==> config.mk <==
export PLATFORM = sky130hd
export DESIGN_NAME = uart_rx_block_flat
export DESIGN_NICKNAME = d
export VERILOG_FILES = /design/src/rtl/uart_rx_if.sv /design/src/rtl/uart_rx_block.sv /design/src/flat_wrapper.sv
export SDC_FILE = /design/constraint.sdc
export NUM_CORES = 1
export LEC_CHECK = 0
export BUFFER_PORTS_ARGS = -buffer_cell sky130_fd_sc_hd__buf_2
export CAP_MARGIN = 20
export CORE_ASPECT_RATIO = 0.75
export CORE_MARGIN = 4
export CORE_UTILIZATION = 50
export DETAILED_ROUTE_END_ITERATION = 8
export MAX_ROUTING_LAYER = met4
export PLACE_DENSITY = 0.79
export SLEW_MARGIN = 20
export SYNTH_ARGS = -nofsm -noshare
export SYNTH_HDL_FRONTEND = slang
export SYNTH_SLANG_ARGS = --single-unit
==> constraint.sdc <==
create_clock -name clk -period 2.4 [get_ports clk]
set_input_delay 0.24 -clock clk [delete_from_list [all_inputs] [get_ports clk]]
set_output_delay 0.24 -clock clk [all_outputs]
set_load 0.03 [all_outputs]
==> src/rtl/uart_rx_if.sv <==
// UART receiver bundle: serial line in, recovered byte and strobes out.
interface uart_rx_if;
    logic       rx_in;
    logic [7:0] rx_data;
    logic       rx_done;
    logic       frame_err;
    logic       rx_busy;

    modport master (
        input  rx_in,
        output rx_data, rx_done, frame_err, rx_busy
    );

    modport slave (
        output rx_in,
        input  rx_data, rx_done, frame_err, rx_busy
    );
endinterface

==> src/rtl/uart_rx_block.sv <==
// 8N1 UART receiver: 2-flop sync, 3-point majority vote per bit,
// one-cycle rx_done / frame_err strobes in the system clock domain.
module uart_rx_block #(
    parameter int CLK_FREQ  = 44,
    parameter int BAUD_RATE = 115200
) (
    input  logic      clk,
    input  logic      rst_n,
    uart_rx_if.master rx
);
    localparam int N  = CLK_FREQ * 1_000_000 / BAUD_RATE;
    localparam int H  = N / 2;
    localparam int CW = $clog2(N);

    // START counts from E; later bits count from the previous decision.
    localparam logic [CW-1:0] ST_LO = CW'(H - 2);
    localparam logic [CW-1:0] ST_MD = CW'(H - 1);
    localparam logic [CW-1:0] ST_HI = CW'(H);
    localparam logic [CW-1:0] BT_LO = CW'(N - 3);
    localparam logic [CW-1:0] BT_MD = CW'(N - 2);
    localparam logic [CW-1:0] BT_HI = CW'(N - 1);

    if (N < 8) begin : g_bad_n
        $error("uart_rx_block: N must be at least 8");
    end

    typedef enum logic [2:0] {
        IDLE, START, DATA, STOP, WAIT_IDLE
    } state_e;

    state_e        state_q, state_d;
    logic          sync1_q, rx_s_q;
    logic [CW-1:0] cnt_q, cnt_d;
    logic [2:0]    idx_q, idx_d;
    logic [7:0]    sh_q, sh_d;
    logic          s1_q, s1_d, s2_q, s2_d;
    logic [7:0]    data_q, data_d;
    logic          done_q, done_d;
    logic          err_q, err_d;
    logic          busy_q, busy_d;
    logic          active, in_start;
    logic          lo_hit, md_hit, hi_hit, vote;

    always_ff @(posedge clk or negedge rst_n) begin
        if (!rst_n) state_q <= IDLE;
        else        state_q <= state_d;
    end

    always_ff @(posedge clk or negedge rst_n) begin
        if (!rst_n) begin
            sync1_q <= 1'b1;
            rx_s_q  <= 1'b1;
            cnt_q   <= '0;
            idx_q   <= '0;
            sh_q    <= '0;
            s1_q    <= 1'b0;
            s2_q    <= 1'b0;
            data_q  <= '0;
            done_q  <= 1'b0;
            err_q   <= 1'b0;
            busy_q  <= 1'b0;
        end else begin
            sync1_q <= rx.rx_in;
            rx_s_q  <= sync1_q;
            cnt_q   <= cnt_d;
            idx_q   <= idx_d;
            sh_q    <= sh_d;
            s1_q    <= s1_d;
            s2_q    <= s2_d;
            data_q  <= data_d;
            done_q  <= done_d;
            err_q   <= err_d;
            busy_q  <= busy_d;
        end
    end

    always_comb begin
        in_start = (state_q == START);
        active   = in_start || state_q == DATA || state_q == STOP;
        lo_hit = active && cnt_q == (in_start ? ST_LO : BT_LO);
        md_hit = active && cnt_q == (in_start ? ST_MD : BT_MD);
        hi_hit = active && cnt_q == (in_start ? ST_HI : BT_HI);
        vote = (s1_q & s2_q) | (s1_q & rx_s_q) | (s2_q & rx_s_q);
    end

    always_comb begin
        state_d = state_q;
        unique case (state_q)
            IDLE:      if (!rx_s_q) state_d = START;
            START:     if (hi_hit) state_d = vote ? IDLE : DATA;
            DATA:      if (hi_hit && idx_q == 3'd7) state_d = STOP;
            STOP:      if (hi_hit) state_d = vote ? IDLE : WAIT_IDLE;
            WAIT_IDLE: if (rx_s_q) state_d = IDLE;
            default:   state_d = IDLE;
        endcase
    end

    always_comb begin
        cnt_d  = cnt_q + CW'(1);
        idx_d  = idx_q;
        sh_d   = sh_q;
        s1_d   = lo_hit ? rx_s_q : s1_q;
        s2_d   = md_hit ? rx_s_q : s2_q;
        data_d = data_q;
        done_d = 1'b0;
        err_d  = 1'b0;
        busy_d = (state_d != IDLE);
        unique case (state_q)
            IDLE: begin
                cnt_d = '0;
                idx_d = '0;
            end
            START: if (hi_hit) cnt_d = '0;
            DATA: if (hi_hit) begin
                cnt_d = '0;
                sh_d  = {vote, sh_q[7:1]};
                idx_d = idx_q + 3'd1;
            end
            STOP: if (hi_hit) begin
                cnt_d = '0;
                if (vote) begin
                    data_d = sh_q;
                    done_d = 1'b1;
                end else begin
                    err_d = 1'b1;
                end
            end
            WAIT_IDLE: cnt_d = '0;
            default:   cnt_d = '0;
        endcase
    end

    assign rx.rx_data   = data_q;
    assign rx.rx_done   = done_q;
    assign rx.frame_err = err_q;
    assign rx.rx_busy   = busy_q;
endmodule
==> src/flat_wrapper.sv <==
// flat-port wrapper written by rule: the top's interface ports become plain ports
module uart_rx_block_flat 
#(
    parameter int CLK_FREQ  = 44,
    parameter int BAUD_RATE = 115200
)
  (clk, rst_n, rx_rx_in, rx_rx_data, rx_rx_done, rx_frame_err, rx_rx_busy);
  uart_rx_if rx_i ();
  input  logic clk;
  input  logic rst_n;
  input wire logic [$bits(rx_i.rx_in)-1:0] rx_rx_in;
  output wire logic [$bits(rx_i.rx_data)-1:0] rx_rx_data;
  output wire logic [$bits(rx_i.rx_done)-1:0] rx_rx_done;
  output wire logic [$bits(rx_i.frame_err)-1:0] rx_frame_err;
  output wire logic [$bits(rx_i.rx_busy)-1:0] rx_rx_busy;
  assign rx_i.rx_in = rx_rx_in;
  assign rx_rx_data = rx_i.rx_data;
  assign rx_rx_done = rx_i.rx_done;
  assign rx_frame_err = rx_i.frame_err;
  assign rx_rx_busy = rx_i.rx_busy;
  uart_rx_block #(.CLK_FREQ(CLK_FREQ), .BAUD_RATE(BAUD_RATE)) u_core (.clk(clk), .rst_n(rst_n), .rx(rx_i));
endmodule
==> impl_metrics.env <==
export IMPL_status="completed"
export IMPL_p_sw_mw=0.220
export IMPL_hold_buffers=0
export IMPL_grt_max_degree=39
export IMPL_layout_setup_ws_ns=0.369
export IMPL_finalNetCount=170
export IMPL_grt_pass1_vias=1258
export IMPL_finalCritPeriodShare=0.846
export IMPL_postCtsSetupBuffers=0
export IMPL_placementRows=18
export IMPL_synth_cell_types=47
export IMPL_grt_overflow=0
export IMPL_clock_skew_ns=0.00438
export IMPL_n_fill_cell=277
export IMPL_ys_seq_elements=38
export IMPL_rr_startpoint="u_core.cnt_q[1]"
export IMPL_vias=1226
export IMPL_crit_type="flop to flop"
export IMPL_setup_viol=0
export IMPL_seq_area_um2=953
export IMPL_yosysWarnings=0
export IMPL_finalWeightedCongestion=0.837
export IMPL_die_area_mm2=0.00475
export IMPL_tightest_slew_ns=0.783
export IMPL_arrival_ns=2.17
export IMPL_netlist_area_mm2=0.00185
export IMPL_cap_violations=0
export IMPL_ys_seq_area_frac=0.516
export IMPL_clockBufferDepth=2
export IMPL_antenna_cells=0
export IMPL_path_clk_slew_ns=0.07
export IMPL_io_buffers=13
export IMPL_p_leak_nw=0.953
export IMPL_period_minus_slack_ns=2.03
export IMPL_tritoncts="yes"
export IMPL_cts_inserted_buffers=5
export IMPL_cts_sinks=38
export IMPL_place_ws_ns=0.387
export IMPL_fp_dieH_um=60.7
export IMPL_viasPerCell=5.70
export IMPL_async_flop_share=1.00
export IMPL_cts_htree_levels=2
export IMPL_worstSetupStartpointType="flop"
export IMPL_grt_use_total=0.165
export IMPL_clock_power_share=0.400
export IMPL_core_area_mm2=0.00342
export IMPL_drtIter0Drc=89
export IMPL_cp_required_ns=2.54
export IMPL_power_switching_share=0.201
export IMPL_dp_hpwl_um=2370
export IMPL_area_delta_synth_final_pct=10.2
export IMPL_p_int_mw=0.876
export IMPL_drc=0
export IMPL_clkLatencyLatePin_ns=0.29
export IMPL_die_width_um=78.2
export IMPL_setup_worst_path_start="u_core.cnt_q[1]"
export IMPL_synthCells=149
export IMPL_ys_flop_type="dfrtp_1"
export IMPL_rsz0062_at_grt="no"
export IMPL_io_pins=14
export IMPL_multi_input_area_um2=828
export IMPL_maxSlewHeadroom=0.478
export IMPL_drt_pass1_iterations=4
export IMPL_syn_nets=155
export IMPL_slew_viol_final=0
export IMPL_synth_avg_cell_area_um2=12.4
export IMPL_worstPathMaxFanout=13
export IMPL_crit_path_end_kind="flop"
export IMPL_seqPwrFrac=0.588
export IMPL_final_layout_size_suffix_gt1_frac=0.315
export IMPL_grt_pass1_wl_um=5730
export IMPL_antenna_found_initial=0
export IMPL_synth_edf_count=0
export IMPL_antenna_left=0
export IMPL_post_cts_resized=0
export IMPL_pwr_share_comb=0.011
export IMPL_clock_root_buffer="clkbuf_8"
export IMPL_ir_drop_uv=417
export IMPL_hp_class="primary input to asynchronous set/reset pin"
export IMPL_tns_ns=0
export IMPL_powerDensity_mw_per_mm2=538
export IMPL_wl_per_cell_um=15.3
export IMPL_wirelength_um=3280
export IMPL_start_util=0.540
export IMPL_finalHoldViolations=0
export IMPL_fmax_mhz=492
[worst paths after layout]
path	to	slack [ns]	cells past startpoint
max reg2reg	u_core.cnt_q[4]	0.37	4
min in group clk	u_core.sync1_q	0.05	1
max	u_core.cnt_q[4]	0.37	4
min	u_core.cnt_q[1]	0.03	1
max in group asynchronous	u_core.cnt_q[5]	1.87	1
min reg2reg	u_core.rx_s_q	0.36	0
[power by group through the flow]
stage	combinational, mW	clock [mW]	sequential (mW)
after global placement	0.0132	0	0.656
after floorplan	0.0000870	0	0.656
after CTS	0.0137	0.449	0.645
after global routing	0.0158	0.486	0.644
final	0.0125	0.439	0.645
after detailed placement	0.0137	0	0.657
[layout by cell type, fill, tap and decap left out, types with 4 or more instances in the layout]
cell type / n
nand3_1: 5
buf_2: 13
nand4b_1: 4
nand2_1: 9
clkbuf_8: 6
nor2_1: 9
xor2_1: 6
dfrtp_1: 36
mux2_2: 16
inv_1: 4
[stage by stage]
stage | hold slack [ns] | util | std cells | cell area, um^2 | power [mW]
6_report | 0.0260 | 0.595 | 215 | 2040 | 1.10
5_1_grt | 0.0280 | 0.595 | 215 | 2040 | 1.15
4_1_cts | 0.0404 | 0.595 | 215 | 2040 | 1.11
3_5_place_dp | 0.348 | 0.569 | 207 | 1950 | 0.670
3_3_place_gp | 0.345 | 0.569 | 207 | 1950 | 0.670
2_1_floorplan | -0.0556 | - | 149 | 1850 | 0.656
[layer usage]
metal	vias up	GRT usage	share of wire
met5	-	-	0
met4	0	0.0673	0.010
met3	5	0.0653	0.063
met2	34	0.254	0.48
met1	613	0.198	0.45
li1	574	-	-
[cell type report]
| type | count | area share |
|---|---|---|
| tap | 50 | 0.0307 |
| clock buffer | 7 | 0.0424 |
| timing repair buffer | 16 | 0.0430 |
| sequential | 38 | 0.468 |
| multi-input combinational | 99 | 0.406 |
| inverter | 4 | 0.00737 |
| clock inverter | 1 | 0.00246 |
[worst max-delay path: stages, from the launching register on]
cell	delay, ns
dfrtp_1	0.54
nand4bb_1	0.38
o31a_1	0.31
o21ai_1	0.51
nor2_1	0.14
[state kept, by name (all words and copies together), names as in the netlist, 3 cells and up]
name,cells
u_core.cnt_q,9
u_core.rx.rx_data,8
u_core.sh_q,8
u_core.idx_q,3
u_core.state_q,3
[cell usage after synthesis (2+ instances only)]
cell type | instances | area share
nor2_1 | 9 | 0.018
inv_1 | 4 | 0.0081
dfstp_2 | 2 | 0.028
nand4_1 | 3 | 0.010
nand4b_1 | 4 | 0.019
o21ai_0 | 3 | 0.0081
dfrtp_1 | 36 | 0.49
a21o_1 | 2 | 0.0081
xor2_1 | 6 | 0.028
ha_1 | 3 | 0.020
mux2_1 | 2 | 0.012
nand2_1 | 9 | 0.018
and3_1 | 3 | 0.010
buf_4 | 3 | 0.012
xnor2_1 | 2 | 0.0095
mux2_2 | 16 | 0.097
mux2i_1 | 2 | 0.011
nand2b_1 | 2 | 0.0068
buf_2 | 3 | 0.0081
nand3_1 | 5 | 0.014
nor3b_1 | 2 | 0.0081
nand4bb_1 | 3 | 0.018
[logic make-up after synthesis]
family	share of synthesized area
buffers and inverters	0.0365
flip-flops	0.516
AND/OR/NAND/NOR	0.200
XOR/XNOR	0.0379
AO/OA/AOI/OAI	0.0697
adder cells (fa/ha/maj)	0.0203
multiplexers	0.120
(Power assumes the default switching activity.)
